<file path="src/rtl/ethrxfilter_pkg.sv">
// ethrxfilter_pkg: shared states, defaults and destination
// classification for the receive-side frame filter.
package ethrxfilter_pkg;

  typedef enum logic [2:0] {
    S_IDLE    = 3'd0,
    S_CHECK   = 3'd1,
    S_READ    = 3'd2,
    S_MATCH   = 3'd3,
    S_PRESENT = 3'd4,
    S_RELEASE = 3'd5
  } state_e;

  typedef logic [3:0] stat_t;

  localparam int DEF_MIN_LEN = 60;
  localparam int DEF_MAX_LEN = 1514;

  localparam logic [47:0] BCAST_MAC = 48'hFFFF_FFFF_FFFF;

  localparam int STAT_UNI = 0;
  localparam int STAT_BC  = 1;
  localparam int STAT_MC  = 2;
  localparam int STAT_PRO = 3;

  // One-hot class of a destination; all-zero means reject.
  function automatic stat_t classify(
    input logic [47:0] d,
    input logic [47:0] me,
    input logic        pro,
    input logic        am
  );
    stat_t s;
    s = '0;
    if (d == BCAST_MAC)
      s[STAT_BC] = 1'b1;
    else if (d[40] && (am || pro))
      s[STAT_MC] = 1'b1;
    else if (d == me)
      s[STAT_UNI] = 1'b1;
    else if (pro)
      s[STAT_PRO] = 1'b1;
    return s;
  endfunction

endpackage

</file>
<file path="src/rtl/ethrxfilter_satcnt16.sv">
// satcnt16: 16-bit saturating event counter,
// synchronous clear wins over increment.
module satcnt16
  import ethrxfilter_pkg::*;
(
  input  logic        clk,
  input  logic        rst_n,
  input  logic        clr,
  input  logic        inc,
  output logic [15:0] cnt
);

  logic [15:0] cnt_q, cnt_d;

  always_comb begin
    cnt_d = cnt_q;
    if (clr)
      cnt_d = '0;
    else if (inc && (cnt_q != 16'hFFFF))
      cnt_d = cnt_q + 16'd1;
  end

  always_ff @(posedge clk or negedge rst_n) begin
    if (!rst_n)
      cnt_q <= '0;
    else
      cnt_q <= cnt_d;
  end

  assign cnt = cnt_q;

endmodule

</file>
<file path="src/rtl/ethrxfilter.sv">
// ethrxfilter: checks, address-filters and presents received
// frames to the host, then hands the buffer back to the receiver.
module ethrxfilter
  import ethrxfilter_pkg::*;
#(
  parameter int MIN_LEN = DEF_MIN_LEN,
  parameter int MAX_LEN = DEF_MAX_LEN
) (
  input  logic        clk,
  input  logic        clr_n,
  input  logic        rxrdy,
  input  logic [10:0] rxcntb,
  input  logic        err_gen,
  input  logic        err_crc,
  output logic        rxdone,
  output logic [9:0]  bufaddr,
  output logic        bufrd,
  input  logic [15:0] bufdata,
  input  logic [47:0] mymac,
  input  logic        promisc,
  input  logic        allmulti,
  output logic        frmrdy,
  output logic [10:0] frmlen,
  output logic [3:0]  frmstat,
  input  logic        frmack,
  input  logic        cnt_clr,
  output logic [15:0] cnt_ok,
  output logic [15:0] cnt_err,
  output logic [15:0] cnt_flt
);

  localparam logic [10:0] MIN_L = 11'(MIN_LEN);
  localparam logic [10:0] MAX_L = 11'(MAX_LEN);

  state_e      state_q, state_d;
  logic [10:0] len_q, len_d;
  logic [1:0]  err_q, err_d;
  logic [1:0]  rd_cnt_q, rd_cnt_d;
  logic [47:0] dst_q, dst_d;
  logic [9:0]  bufaddr_q, bufaddr_d;
  logic        bufrd_q, bufrd_d;
  logic        rxdone_q, rxdone_d;
  logic        frmrdy_q, frmrdy_d;
  logic [10:0] frmlen_q, frmlen_d;
  stat_t       frmstat_q, frmstat_d;
  stat_t       stat;
  logic        len_bad;
  logic        inc_ok, inc_err, inc_flt;

  assign len_bad = (len_q < MIN_L) || (len_q > MAX_L);
  assign stat    = classify(dst_q, mymac, promisc, allmulti);

  always_comb begin
    state_d   = state_q;
    len_d     = len_q;
    err_d     = err_q;
    rd_cnt_d  = rd_cnt_q;
    dst_d     = dst_q;
    bufaddr_d = bufaddr_q;
    bufrd_d   = bufrd_q;
    rxdone_d  = rxdone_q;
    frmrdy_d  = frmrdy_q;
    frmlen_d  = frmlen_q;
    frmstat_d = frmstat_q;
    inc_ok    = 1'b0;
    inc_err   = 1'b0;
    inc_flt   = 1'b0;
    unique case (state_q)
      S_IDLE: begin
        rxdone_d = 1'b0;
        bufrd_d  = 1'b0;
        if (rxrdy) begin
          len_d   = rxcntb;
          err_d   = {err_gen, err_crc};
          state_d = S_CHECK;
        end
      end
      S_CHECK: begin
        if (|err_q) begin
          inc_err  = 1'b1;
          rxdone_d = 1'b1;
          state_d  = S_RELEASE;
        end else if (len_bad) begin
          inc_flt  = 1'b1;
          rxdone_d = 1'b1;
          state_d  = S_RELEASE;
        end else begin
          bufaddr_d = '0;
          bufrd_d   = 1'b1;
          rd_cnt_d  = '0;
          state_d   = S_READ;
        end
      end
      // Capture lags issue by one cycle: word n lands at count n+1.
      S_READ: begin
        rd_cnt_d = rd_cnt_q + 2'd1;
        unique case (rd_cnt_q)
          2'd0: bufaddr_d = 10'd1;
          2'd1: begin
            bufaddr_d     = 10'd2;
            dst_d[47:32]  = bufdata;
          end
          2'd2: begin
            bufrd_d      = 1'b0;
            dst_d[31:16] = bufdata;
          end
          default: begin
            dst_d[15:0] = bufdata;
            state_d     = S_MATCH;
          end
        endcase
      end
      S_MATCH: begin
        if (stat == '0) begin
          inc_flt  = 1'b1;
          rxdone_d = 1'b1;
          state_d  = S_RELEASE;
        end else begin
          frmlen_d  = len_q;
          frmstat_d = stat;
          frmrdy_d  = 1'b1;
          state_d   = S_PRESENT;
        end
      end
      S_PRESENT: begin
        if (frmack) begin
          frmrdy_d = 1'b0;
          inc_ok   = 1'b1;
          rxdone_d = 1'b1;
          state_d  = S_RELEASE;
        end
      end
      S_RELEASE: begin
        rxdone_d = 1'b1;
        if (!rxrdy) begin
          rxdone_d = 1'b0;
          state_d  = S_IDLE;
        end
      end
      default: state_d = S_IDLE;
    endcase
  end

  always_ff @(posedge clk or negedge clr_n) begin
    if (!clr_n) begin
      state_q   <= S_IDLE;
      len_q     <= '0;
      err_q     <= '0;
      rd_cnt_q  <= '0;
      dst_q     <= '0;
      bufaddr_q <= '0;
      bufrd_q   <= 1'b0;
      rxdone_q  <= 1'b0;
      frmrdy_q  <= 1'b0;
      frmlen_q  <= '0;
      frmstat_q <= '0;
    end else begin
      state_q   <= state_d;
      len_q     <= len_d;
      err_q     <= err_d;
      rd_cnt_q  <= rd_cnt_d;
      dst_q     <= dst_d;
      bufaddr_q <= bufaddr_d;
      bufrd_q   <= bufrd_d;
      rxdone_q  <= rxdone_d;
      frmrdy_q  <= frmrdy_d;
      frmlen_q  <= frmlen_d;
      frmstat_q <= frmstat_d;
    end
  end

  assign rxdone  = rxdone_q;
  assign bufaddr = bufaddr_q;
  assign bufrd   = bufrd_q;
  assign frmrdy  = frmrdy_q;
  assign frmlen  = frmlen_q;
  assign frmstat = frmstat_q;

  satcnt16 u_cnt_ok (
    .clk   (clk),
    .rst_n (clr_n),
    .clr   (cnt_clr),
    .inc   (inc_ok),
    .cnt   (cnt_ok)
  );

  satcnt16 u_cnt_err (
    .clk   (clk),
    .rst_n (clr_n),
    .clr   (cnt_clr),
    .inc   (inc_err),
    .cnt   (cnt_err)
  );

  satcnt16 u_cnt_flt (
    .clk   (clk),
    .rst_n (clr_n),
    .clr   (cnt_clr),
    .inc   (inc_flt),
    .cnt   (cnt_flt)
  );

endmodule

</file>
<file path="config.mk">
export PLATFORM = sky130hd
export DESIGN_NAME = ethrxfilter
export DESIGN_NICKNAME = d
export VERILOG_FILES = /design/src/rtl/ethrxfilter_pkg.sv /design/src/rtl/ethrxfilter_satcnt16.sv /design/src/rtl/ethrxfilter.sv
export SDC_FILE = /design/constraint.sdc
export NUM_CORES = 1
export LEC_CHECK = 0
export ABC_CLOCK_PERIOD_IN_PS = 2750
export BUFFER_PORTS_ARGS = -buffer_cell sky130_fd_sc_hd__buf_2
export CORE_MARGIN = 2
export CORE_UTILIZATION = 50
export DETAILED_ROUTE_END_ITERATION = 10
export PLACE_DENSITY_LB_ADDON = 0.3
export SLEW_MARGIN = 25
export SYNTH_ARGS = -nofsm -noshare
export SYNTH_HDL_FRONTEND = slang
export SYNTH_SLANG_ARGS = --single-unit
</file>
<file path="constraint.sdc">
create_clock -name clk -period 2.75 [get_ports clk]
set_clock_uncertainty 0.2 [all_clocks]
set_input_delay 0.1375 -clock clk [delete_from_list [all_inputs] [get_ports clk]]
set_output_delay 0.1375 -clock clk [all_outputs]
set_load 0.05 [all_outputs]
</file>
==> run metrics, run 1 <==
outcome=complete, no violations; largest net degree at the start of global routing=between 60 and 70; crit share post-route=95.6%; post-layout minimum cycle time=roughly 2600 ps; vias in the first global route=~5.6k; overall die height=120 µm; routed length per instance=between 15 and 20 µm; H-tree levels=4; Final Util=roughly 66%; Most common cell on crit path=nand4_1; Post-Place Cell Area=slightly below 0.008 mm²; initial antenna violation count=0; CTS Buf Count=17; Antenna diodes=0; vias per cell=5.45; Clock Path Buffers=2; crit path DAT=roughly 2700 ps; Max Cap Violations=0; I/O Buffers=151; Slew Viols, Final=0; Synth Instances=625; final hold slack=81.1 ps; DPL Wire Length=~12 mm; leak pwr=between 0.004 and 0.005 µW; Core Region=~0.013 mm²; Syn-to-layout area delta=29.6%; top post-synthesis cells by area=dfrtp_1 50%, mux2_2 12%, xor2_1 7.7%, nor2_1 3.1%, nand4_1 2.8%; Max-slew headroom=between 50% and 60%; max incr delay on CP=~420 ps; maximum VDD drop=between 0.0006 and 0.0007 V; Total GRT Usage=around 25%; DR iter-0 viols=~290; Clock Pin Slew Worst Setup and Hold Paths=~60 ps; number of synthesized register bits=134; Final Instance Area=between 0.008 and 0.009 mm²; CP Class=flip-flop to flip-flop; DR vias=~5.6k; fin cells=approximately 1.0k; # rows=42; crit path launch type=flip-flop; Synth Cell Area=0.00673 mm²; total gr overflow=0; First-pass DRT Iterations=4; TNS Setup=0 ps; CP required=between 2000 and 3000 ps; leading area contributor after synthesis=dfrtp_1; highest clock rate=~380 MHz; Inst Count DP=approximately 950; ys async rst share=100%; worst-path cell chain=xor2_1, nor4_2, nand4_1, or3_1, a21o_2, nand4_1, mux2_1; layout cells sized above 1=around 34%; Worst Path Max Fanout=8; clk sinks=approximately 130; remaining antenna violation count after routing=0; IO Pins=160; number of enable flip-flop cells after synthesis=0; Worst Hold Class=input pin to async pin; die area=around 0.014 mm²; clock latency on the worst-skew pair=~420 ps; Syn Area/Cell=between 10 and 15 µm²; Critical Path Sink Type=flip-flop; Hold Violations, Final=0; first-pass GRT wire length=between 20 and 30 mm; Initial Utilization=between 50% and 60%; CTS tree=done; post-synth cell types=between 40 and 50; sequential share of the synthesized area=49.9%; final setup fails=0; # DRC=0; share of the synthesized area in the top cell type=about half; Total Routed Length=17.5 mm; clock root buffer=clkbuf_16; RD Place Congestion=between 0.9 and 1; Yosys Warn Count=0; Slowest cell on crit path=dfrtp_1; Primary FF master, synth=dfrtp_1; Final nets=923; Die X=120 µm; unrepaired setup endpoints after global routing=false; power per cell area=800 mW/mm²; Slew @ Worst Pin=710 ps
what timing repair did:
action / CTS / global route
setup buffers: 0 / 2
resized for setup: 0 / 5
hold buffers: 36 / 0
setup endpoints to repair: 0 / 11
hold endpoints to repair: 209 / 0
registers in the layout (all words and copies together), names as in the netlist:
register,flops
frmrdy,1
frmstat,4
rd_cnt_q,2
u_cnt_ok.cnt,16
len_q,11
err_q,2
bufaddr,2
u_cnt_flt.cnt,16
frmlen,11
dst_q,48
rxdone,1
bufrd,1
u_cnt_err.cnt,16
state_q,3
through the flow:
stage,power (µW),setup slack [ps]
finish,6970,121
global route,7350,3.57
CTS,7010,46.2
detailed placement,4760,79.1
global placement,4690,103
floorplan,4130,219
cells in the final DEF, fill, tap and decap left out, types with 14 or more instances in the layout:
master and instances:
mux2_2 72, clkbuf_16 17, nand2_1 43, buf_4 22, o21ai_0 16, inv_1 16
buf_2 150, nor2_1 55, nand4_1 30, nand3_1 23, dfrtp_1 134, nor4_1 14
xor2_1 59, dlygate4sd3_1 36, a21oi_1 24
worst paths after layout:
check                            from           endpoint  slack, ps  depth (start not counted)
setup / recovery             dst_q[3]  u_cnt_flt.cnt[15]        120                          7
hold / removal                  clr_n           dst_q[2]         80                          3
setup reg to reg             dst_q[3]  u_cnt_flt.cnt[15]        120                          7
hold reg to reg            frmstat[2]         frmstat[2]        280                          2
max in group asynchronous       clr_n           dst_q[7]       1330                          3
min in group clk           frmstat[2]         frmstat[2]        280                          2
cells by family after synthesis:
kind of cell	after synthesis	synth area share (%)
AND/OR/NAND/NOR	219	16.4
multiplexers	82	13.7
flip-flops	134	49.9
other	1	0.0558
buffers and inverters	44	3.26
AO/OA/AOI/OAI	68	6.34
adder cells (fa/ha/maj)	7	1.30
XOR/XNOR	70	9.11
Yosys cell counts, drive strengths merged, types with 16 or more instances:
master,count
xor2,59
buf,17
nor2,55
nor4,18
o21ai,18
dfrtp,134
a21oi,25
mux2,78
nand2,43
nand3,23
inv,16
nand4,30
where the power goes:
part	leakage [µW]	switching [µW]	total, µW	internal (µW)
combinational	0.00228	1210	2010	801
sequential	0.00182	389	2790	2400
clock	0.000286	826	2180	1360
total	0.00438	2420	6970	4550
critical path, delay by kind of cell (launching register included):
family	cells	cell delay, ps
compound gates	1	280
xor+xnor	1	190
flops	1	420
mux	1	340
simple gates	4	1080
cell type report:
class                      count  area [µm²]
tap                          176         220
sequential                   134        3350
clock buffer                  24         502
fill                        1042        4480
inverter                      16        60.1
timing repair buffer         209        1300
multi-input combinational    454        3210
clock inverter                 8        71.3
metal layers:
metal,share of wire (%),up-vias,track usage (%),routed length [µm]
met5,0,-,0,0
met4,2.2,0,8.09,391
met3,5.3,33,5.80,921
met2,48,192,41.3,8490
met1,44,2726,33.4,7720
li1,-,2613,-,-
Power figures use the tool's default switching activity.
==> run 2: changes to the inputs <==
RECOVER_POWER = 25   (was not set)
==> run 2 against run 1 <==
  * The flow now finishes with violations (max-capacitance violations, max-slew violations)
  * Cell area down 0.24%
  * Sequential power about the same
  * Worst hold slack better by 200 ps
  * Clock power is essentially flat
  * Global-route usage is the same
  * Sequential cell count did not move
  * Setup slack better by 6.6 ps
  * First-iteration DRC count is 15% higher
  * Routed wire length decreased by 0.22%
  * Via count is 0.75% lower
  * Count of clock-buffer cells in the layout did not move
  * Die area did not move
  * Critical endpoint unchanged
  * Largest cell class unchanged
==> run metrics, run 2 (synthesis results as in run 1) <==
outcome=complete, but fails checks; failing checks=max-capacitance violations, max-slew violations; initial antenna violation count=0; unrepaired setup endpoints after global routing=false; CP Class=flip-flop to flip-flop; Worst Hold Class=flip-flop to flip-flop; Total Routed Length=17.5 mm; maximum VDD drop=0.000653 V; worst-path cell chain=xor2_1, nor4_1, nand4_1, or3_1, a21o_2, nand4_1, mux2_1; clock latency on the worst-skew pair=roughly 420 ps; post-layout minimum cycle time=2620 ps; DPL Wire Length=about 12 mm; die area=0.0144 mm²; Most common cell on crit path=nand4_1; largest net degree at the start of global routing=just under 70; IO Pins=160; power per cell area=801 mW/mm²; CP delay by family, top=simple AND/OR/NAND/NOR gates; highest clock rate=around 380 MHz; crit share post-route=a little over nine tenths; DR iter-0 viols=between 300 and 400; max incr delay on CP=between 400 and 500 ps; DR vias=roughly 5.5k; # rows=42; routed length per instance=about 17 µm; remaining antenna violation count after routing=0; H-tree levels=4; TNS Setup=0 ps; vias in the first global route=between 5k and 6k; I/O Buffers=151; Max Cap Violations=1; Slew Viols, Final=68; max reg flops=48; Clock Pin Slew Worst Setup and Hold Paths=60 ps; Total GRT Usage=between 20 and 30%; clk sinks=between 100 and 150; Max-slew headroom=-12.0%; vias per cell=roughly 5.4; overall die height=~120 µm; Inst Count DP=951; leak pwr=about 0.0044 µW; RD Place Congestion=around 0.91; Initial Utilization=between 50% and 60%; Final Util=between 60% and 70%; Slew @ Worst Pin=approximately 1700 ps; Clock Path Buffers=2; # DRC=0; Slowest cell on crit path=or3_1; most frequent cells in the layout=150 x buf_2, 134 x dfrtp_1, 72 x mux2_2; First-pass DRT Iterations=4; crit path launch type=flip-flop; layout cells sized above 1=roughly a third; first-pass GRT wire length=28.3 mm; fin cells=between 1k and 1.5k; leading cell type in the layout, fill and taps excluded=buf_2; worst path bufs/invs=0; final setup fails=0; Core Region=approximately 0.013 mm²; Hold Violations, Final=0; Die X=between 100 and 150 µm; CTS Buf Count=17; Syn-to-layout area delta=29.2%; Final nets=923; total gr overflow=0; clock root buffer=clkbuf_16; Critical Path Sink Type=flip-flop; Worst Path Max Fanout=8; CP required=approximately 2800 ps; crit path DAT=between 2000 and 3000 ps; Most flops, register=dst_q; CTS tree=done; Antenna diodes=0
==> run 2: where the power goes <==
part	internal (µW)	total, µW	switching (µW)
registers	2400	2790	390
logic	798	2000	1200
clock network	1360	2180	823
==> run 2: area by class of cell <==
class                      count  area, µm²
sequential                   134       3350
timing repair buffer         209       1270
clock buffer                  24        502
fill                        1046       4500
multi-input combinational    454       3210
inverter                      16       60.1
tap                          176        220
clock inverter                 8       71.3
==> run 2: worst paths after layout <==
check                                 from  depth (start not counted)           endpoint  slack [ps]
worst max-delay path              dst_q[7]                          7  u_cnt_flt.cnt[15]         130
worst min-delay path            frmstat[2]                          2         frmstat[2]         280
worst max register to register    dst_q[7]                          7  u_cnt_flt.cnt[15]         130
worst min register to register  frmstat[2]                          2         frmstat[2]         280
max in group asynchronous            clr_n                          3   u_cnt_ok.cnt[15]         620
min in group asynchronous            clr_n                          3          dst_q[13]         590
==> run 2: metal layers <==
layer  vias to the layer above  wire, µm  GRT usage, %  share of wire [%]
li1                       2609         -             -                  -
met1                      2691      7640          33.4                 44
met2                       191      8530          41.3                 49
met3                        31       944          5.80                5.4
met4                         0       369          8.09                2.1
met5                         -         0             0                  0
==> run 2: metrics by stage <==
step,area (µm²),total power (µW),hold WS [ps],worst slack (ps)
floorplan,6750,4130,-358,219
global placement,7740,4690,-195,103
detailed placement,7740,4760,-194,79.1
CTS,8670,7010,98.1,46.2
global route,8690,7350,290,3.57
finish,8690,6970,279,128
==> run 2: repair_timing <==
action | 4_1_cts | 5_1_grt
buffers inserted | 0 | 2
endpoints found under the hold margin | 209 | 0
hold buffers | 36 | 0
setup endpoints to repair | 0 | 11
gates resized for setup | 0 | 5
==> run 2: worst min-delay path, stage by stage (launching register included) <==
cell	delay (ps)
dfrtp_1	340
nand2_1	50
nand2_1	50
